[src/rtl/wisc_isa_pkg.sv]
// wisc_isa_pkg: shared ISA constants, fetch-stage state type and PC helpers
package wisc_isa_pkg;
    localparam logic [3:0]  OPC_HLT          = 4'hF;
    localparam logic [15:0] DEFAULT_RESET_PC = 16'h0000;

    typedef enum logic [1:0] {REQ, BUF, HALT_PEND, HALT} fetch_state_t;

    function automatic logic [15:0] align_pc(input logic [15:0] addr);
        return {addr[15:1], 1'b0};
    endfunction

    function automatic logic is_hlt(input logic [15:0] instr);
        return instr[15:12] == OPC_HLT;
    endfunction
endpackage

[src/rtl/pc_fetch_unit_if.sv]
// pc_fetch_unit_if: redirect, instruction-memory and decode handshakes of the fetch stage
interface pc_fetch_unit_if;
    logic        redirect_valid;
    logic [15:0] redirect_pc;
    logic        imem_req;
    logic [15:0] imem_addr;
    logic        imem_ack;
    logic [15:0] imem_rdata;
    logic        if_valid;
    logic [15:0] if_instr;
    logic [15:0] if_pc;
    logic [15:0] if_pc_plus_two;
    logic        id_ready;
    logic        halted;

    modport master (
        input  redirect_valid, redirect_pc, imem_ack, imem_rdata, id_ready,
        output imem_req, imem_addr, if_valid, if_instr, if_pc, if_pc_plus_two, halted
    );

    modport slave (
        output redirect_valid, redirect_pc, imem_ack, imem_rdata, id_ready,
        input  imem_req, imem_addr, if_valid, if_instr, if_pc, if_pc_plus_two, halted
    );
endinterface

[src/rtl/rca_16bit.sv]
// rca_16bit: 16-bit ripple-carry adder
module rca_16bit (
    input  logic [15:0] a,
    input  logic [15:0] b,
    input  logic        cin,
    output logic [15:0] sum,
    output logic        cout
);
    logic [16:0] c;

    assign c[0] = cin;
    for (genvar i = 0; i < 16; i++) begin : g_fa
        assign sum[i]   = a[i] ^ b[i] ^ c[i];
        assign c[i + 1] = (a[i] & b[i]) | (c[i] & (a[i] ^ b[i]));
    end
    assign cout = c[16];
endmodule

[src/rtl/pc_fetch_unit.sv]
// pc_fetch_unit: fetch front end owning the PC; issues imem requests,
// buffers one instruction for decode and stops fetching after HLT.
module pc_fetch_unit
    import wisc_isa_pkg::*;
#(
    parameter logic [15:0] RESET_PC = DEFAULT_RESET_PC
) (
    input  logic            clk,
    input  logic            rst_n,
    pc_fetch_unit_if.master bus
);
    fetch_state_t state, state_d;
    logic         live, squash, squash_d, valid_d, halted_d, ack, redir, unused_cout;
    logic [15:0]  pc, pc_d, hold_addr, hold_d, pc_sum, instr_d, ipc_d, ipc2_d;

    rca_16bit u_pc_inc (.a(pc), .b(16'd2), .cin(1'b0), .sum(pc_sum), .cout(unused_cout));

    // live keeps imem_req low while reset is held; a squashed request keeps its address until acked
    assign bus.imem_req  = live && state == REQ;
    assign bus.imem_addr = squash ? hold_addr : pc;
    assign ack           = bus.imem_req && bus.imem_ack;
    assign redir         = bus.redirect_valid && state != HALT;

    always_ff @(posedge clk) begin
        if (!rst_n) state <= REQ;
        else        state <= state_d;
    end

    always_comb begin
        state_d  = state;
        pc_d     = pc;
        hold_d   = hold_addr;
        squash_d = squash;
        valid_d  = bus.if_valid;
        halted_d = bus.halted;
        instr_d  = bus.if_instr;
        ipc_d    = bus.if_pc;
        ipc2_d   = bus.if_pc_plus_two;
        if (redir) begin
            state_d  = REQ;
            pc_d     = align_pc(bus.redirect_pc);
            valid_d  = 1'b0;
            squash_d = bus.imem_req && !bus.imem_ack;
            hold_d   = bus.imem_addr;
        end else if (ack) begin
            squash_d = 1'b0;
            if (!squash) begin
                state_d = is_hlt(bus.imem_rdata) ? HALT_PEND : BUF;
                pc_d    = pc_sum;
                valid_d = 1'b1;
                instr_d = bus.imem_rdata;
                ipc_d   = pc;
                ipc2_d  = pc_sum;
            end
        end else if ((state == BUF || state == HALT_PEND) && bus.id_ready) begin
            state_d  = state == HALT_PEND ? HALT : REQ;
            valid_d  = 1'b0;
            halted_d = state == HALT_PEND;
        end
    end

    always_ff @(posedge clk) begin
        if (!rst_n) begin
            live               <= 1'b0;
            pc                 <= RESET_PC;
            hold_addr          <= RESET_PC;
            squash             <= 1'b0;
            bus.if_valid       <= 1'b0;
            bus.if_instr       <= '0;
            bus.if_pc          <= '0;
            bus.if_pc_plus_two <= 16'd2;
            bus.halted         <= 1'b0;
        end else begin
            live               <= 1'b1;
            pc                 <= pc_d;
            hold_addr          <= hold_d;
            squash             <= squash_d;
            bus.if_valid       <= valid_d;
            bus.if_instr       <= instr_d;
            bus.if_pc          <= ipc_d;
            bus.if_pc_plus_two <= ipc2_d;
            bus.halted         <= halted_d;
        end
    end
endmodule

[src/flat_wrapper.sv]
// flat-port wrapper written by rule: the top's interface ports become plain ports
module pc_fetch_unit_flat import wisc_isa_pkg::*;
#(
    parameter logic [15:0] RESET_PC = DEFAULT_RESET_PC
)
  (clk, rst_n, bus_redirect_valid, bus_redirect_pc, bus_imem_ack, bus_imem_rdata, bus_id_ready, bus_imem_req, bus_imem_addr, bus_if_valid, bus_if_instr, bus_if_pc, bus_if_pc_plus_two, bus_halted);
  pc_fetch_unit_if bus_i ();
  input  logic clk;
  input  logic rst_n;
  input wire logic [$bits(bus_i.redirect_valid)-1:0] bus_redirect_valid;
  input wire logic [$bits(bus_i.redirect_pc)-1:0] bus_redirect_pc;
  input wire logic [$bits(bus_i.imem_ack)-1:0] bus_imem_ack;
  input wire logic [$bits(bus_i.imem_rdata)-1:0] bus_imem_rdata;
  input wire logic [$bits(bus_i.id_ready)-1:0] bus_id_ready;
  output wire logic [$bits(bus_i.imem_req)-1:0] bus_imem_req;
  output wire logic [$bits(bus_i.imem_addr)-1:0] bus_imem_addr;
  output wire logic [$bits(bus_i.if_valid)-1:0] bus_if_valid;
  output wire logic [$bits(bus_i.if_instr)-1:0] bus_if_instr;
  output wire logic [$bits(bus_i.if_pc)-1:0] bus_if_pc;
  output wire logic [$bits(bus_i.if_pc_plus_two)-1:0] bus_if_pc_plus_two;
  output wire logic [$bits(bus_i.halted)-1:0] bus_halted;
  assign bus_i.redirect_valid = bus_redirect_valid;
  assign bus_i.redirect_pc = bus_redirect_pc;
  assign bus_i.imem_ack = bus_imem_ack;
  assign bus_i.imem_rdata = bus_imem_rdata;
  assign bus_i.id_ready = bus_id_ready;
  assign bus_imem_req = bus_i.imem_req;
  assign bus_imem_addr = bus_i.imem_addr;
  assign bus_if_valid = bus_i.if_valid;
  assign bus_if_instr = bus_i.if_instr;
  assign bus_if_pc = bus_i.if_pc;
  assign bus_if_pc_plus_two = bus_i.if_pc_plus_two;
  assign bus_halted = bus_i.halted;
  pc_fetch_unit #(.RESET_PC(RESET_PC)) u_core (.clk(clk), .rst_n(rst_n), .bus(bus_i));
endmodule
[config.mk]
export PLATFORM = sky130hd
export DESIGN_NAME = pc_fetch_unit_flat
export DESIGN_NICKNAME = d
export VERILOG_FILES = /design/src/rtl/wisc_isa_pkg.sv /design/src/rtl/pc_fetch_unit_if.sv /design/src/rtl/rca_16bit.sv /design/src/rtl/pc_fetch_unit.sv /design/src/flat_wrapper.sv
export SDC_FILE = /design/constraint.sdc
export NUM_CORES = 1
export LEC_CHECK = 0
export BUFFER_PORTS_ARGS = -buffer_cell sky130_fd_sc_hd__buf_2
export CAP_MARGIN = 10
export CELL_PAD_IN_SITES_DETAIL_PLACEMENT = 1
export CELL_PAD_IN_SITES_GLOBAL_PLACEMENT = 1
export CORE_MARGIN = 1.5
export CORE_UTILIZATION = 41
export DETAILED_ROUTE_END_ITERATION = 8
export MAX_ROUTING_LAYER = met4
export PLACE_DENSITY = 0.95
export SYNTH_ARGS = -nofsm -noshare
export SYNTH_HDL_FRONTEND = slang
export SYNTH_SLANG_ARGS = --single-unit
[constraint.sdc]
create_clock -name clk -period 7.9 [get_ports clk]
set_input_delay 0 -clock clk [delete_from_list [all_inputs] [get_ports clk]]
set_output_delay 0 -clock clk [all_outputs]
set_load 0.02 [all_outputs]
==> flow_metrics.tcl <==
set metrics [dict create \
    status "finished clean" \
    coreArea_mm2 0.00876 \
    async_reset_ff_share_pct 0 \
    ioPinCount 104 \
    die_x_um 98.4 \
    grt_antenna_before_repair 0 \
    final_cell_count_no_fill 641 \
    cap_viol_max_count 0 \
    start_util_pct 42.6 \
    wl_per_cell_um 17.1 \
    whs_path_depth 4 \
    ant_nets 0 \
    arrival_ps 3790 \
    ir_drop_mv 0.106 \
    period_share_pct 44.8 \
    path_class "register to register" \
    cp-end-kind "register" \
    syn2layout_area_growth_pct 24.0 \
    clock_latency_ps 370 \
    stdcell_area_mm2 0.00463 \
    via_per_inst 5.28 \
    nets 581 \
    drcViolationCount 0 \
    cts_root_buf "clkbuf_8" \
    clkTransAtPathRegs_ps 100 \
    finalPower_mw 0.916 \
    std_cell_rows 34 \
    max_slew_margin_pct 24.3 \
    synthXorXnorAreaFrac_pct 0.704 \
    wirelength_um 11000 \
    path_common_cell "ha_1" \
    dieArea_mm2 0.00969 \
    crit_required_ps 8160 \
    hp-class "input port to register" \
    synth_compound_area_share_pct 17.4 \
    post-synth-top-area-cell "dfxtp_1" \
    ys_ff_latch 83 \
    yosysSeqAreaShare_pct 44.5 \
    cts_buffer_depth 2 \
    multi_input_area_mm2 0.00187 \
    synth_cells 422 \
    yosys-top-cells-count "149 x nand2_1, 83 x dfxtp_1, 39 x a21boi_1, 20 x a21boi_0" \
    start_kind "register" \
    drt-initial-drc-count 106 \
    yosysTopAreaCellShare_pct 44.5 \
    fin_skew_ps 16.4 \
    io_buffers 100 \
    cts_sinks 83 \
    worstPathMaxFanout 6 \
    cp.depth 16 \
    place_congestion 0.841 \
    hold_violations 0 \
    synthFlopType "dfxtp_1" \
    place_area_mm2 0.00419 \
    fmax_ghz 0.283 \
    yosysMostFrequentCell "nand2_1" \
    drtPass1Iterations 4 \
    synth_top_family_by_area "simple AND/OR/NAND/NOR gates" \
    path_buf_inv 0 \
    num_vias 3383 \
    grtUsageTotal_pct 24.0 \
    final_util_pct 52.8 \
    cp_cell_sequence "ha_1, ha_1, ha_1, ha_1, ha_1, ha_1, ha_1, ha_1, ha_1, ha_1, ha_1, ha_1, ha_1, xnor2_1, nand2_1, o211a_1" \
    drv_slew 0 \
    netlist_area_mm2 0.00373 \
    finalSetupViolCount 0 \
    die_h_um 98.4 \
    synthAdderAreaFrac_pct 5.36 \
    p_per_area_mw_per_mm2 198 \
    ff_latch_area_mm2 0.00166 \
    rsz0062_at_grt "no" \
    synth_cell_type_count 36 \
    synth-edff-count 0 \
    grt_pass1_vias 3645 \
    grt_pass1_wl_um 17800 \
    place_ws_ps 4450 \
    setup_tns_ps 0 \
    critPathSlowestCell "dfxtp_1" \
    diodes 0 \
    synthSimpleGateAreaFrac_pct 21.4 \
    worst_path_largest_cell_delay_ps 410 \
    cpLargestDelayFamily "adder cells" \
    drive_gt1_share_pct 26.1 \
    grt_overflow_total 0 \
    fill_cells 1069 \
    dp_cells 602 \
    period_minus_slack_ps 3540 \
    dp_hpwl_um 6920 \
    worst_pin_slew_ps 1130 \
    hold-worst-slack_ps 0.755 \
    grt_max_degree 80 \
    cts_tree "yes" \
    setup_slack_ps 4360 \
    yosys_warnings 0 \
    avgSynthCellArea_um2 8.85 \
    cts_buffers 9 \
    ys_top_cells_by_area "dfxtp_1 44%, nand2_1 15%, a21boi_1 7.8%" \
    synth.area.mux_share_pct 5.06 \
    r2r_cells 16 \
    h-tree-depth 3 \
    total_leakage_power_nw 2.19 \
]
==> worst paths after layout <==
path / from / to / slack (ps)
max reg2reg: u_core.pc[1] / u_core.bus.if_pc_plus_two[15] / 4360
min reg2reg: u_core.bus.if_pc[8] / u_core.bus.if_pc[8] / 460
max: u_core.pc[1] / u_core.bus.if_pc_plus_two[15] / 4360
min: bus_redirect_pc[14] / u_core.pc[14] / 0.8
==> logic make-up after synthesis <==
logic type / Yosys count
AOI/OAI and AO/OA: 83
xor gates and xnor gates: 3
adders and majority gates: 16
buffers and inverters: 34
DFF: 83
muxes: 17
other: 1
and+or+nand+nor: 185
==> sequential cells by signal, summed over array words and instances, names as in the netlist <==
name                       count
u_core.live                    1
u_core.state                   2
u_core.hold_addr              16
u_core.squash                  1
u_core.bus.if_pc_plus_two     15
u_core.pc                     15
u_core.bus.halted              1
u_core.bus.if_instr           16
u_core.bus.if_pc              15
u_core.bus.if_valid            1
==> timing repair <==
| action | in CTS | in global routing |
|---|---|---|
| hold endpoints to repair | 21 | 0 |
| hold buffers | 23 | 0 |
| setup buffers | 0 | 0 |
| gates resized for setup | 0 | 0 |
| setup endpoints to repair | 0 | 0 |
==> final cells by class <==
cell class,instances,share of cell area [%]
Tap cell,108,2.92
Clock inverter,7,1.78
Sequential cell,83,35.9
Timing Repair Buffer,125,16.1
Inverter,3,0.243
Clock buffer,9,2.68
Multi-Input combinational cell,306,40.4
==> where the power goes <==
group          internal [mW]  total (mW)  switching [mW]  leakage (nW)
clock                  0.152       0.329           0.177        0.0988
sequential             0.436       0.454          0.0185         0.676
combinational         0.0554       0.133          0.0776          1.42
==> placed cells by master, fill, tap and decap left out, drive strengths merged, types with 4 or more instances in the layout <==
cell type    netlist  final
nand3             16     16
mux2              15     15
a21oi              4      4
buf               22    102
dlygate4sd3        0     23
ha                16     16
clkbuf             9      9
nor2               6      6
nand2            151    151
o211a             14     14
inv                3      7
dfxtp             83     83
a21boi            59     59
==> metal layers <==
metal,wire length (µm),up-vias,GRT usage (%)
li1,-,1622,-
met3,360,25,3.19
met5,0,-,-
met4,313,0,11.2
met2,5760,91,43.2
met1,4550,1645,26.1
==> tightest hold or removal path, stage by stage <==
cell and delay, ps:
buf_2 80, nand2_1 40, nand3_1 80, o211a_1 140
No activity file was read; power rests on OpenSTA's default activity.
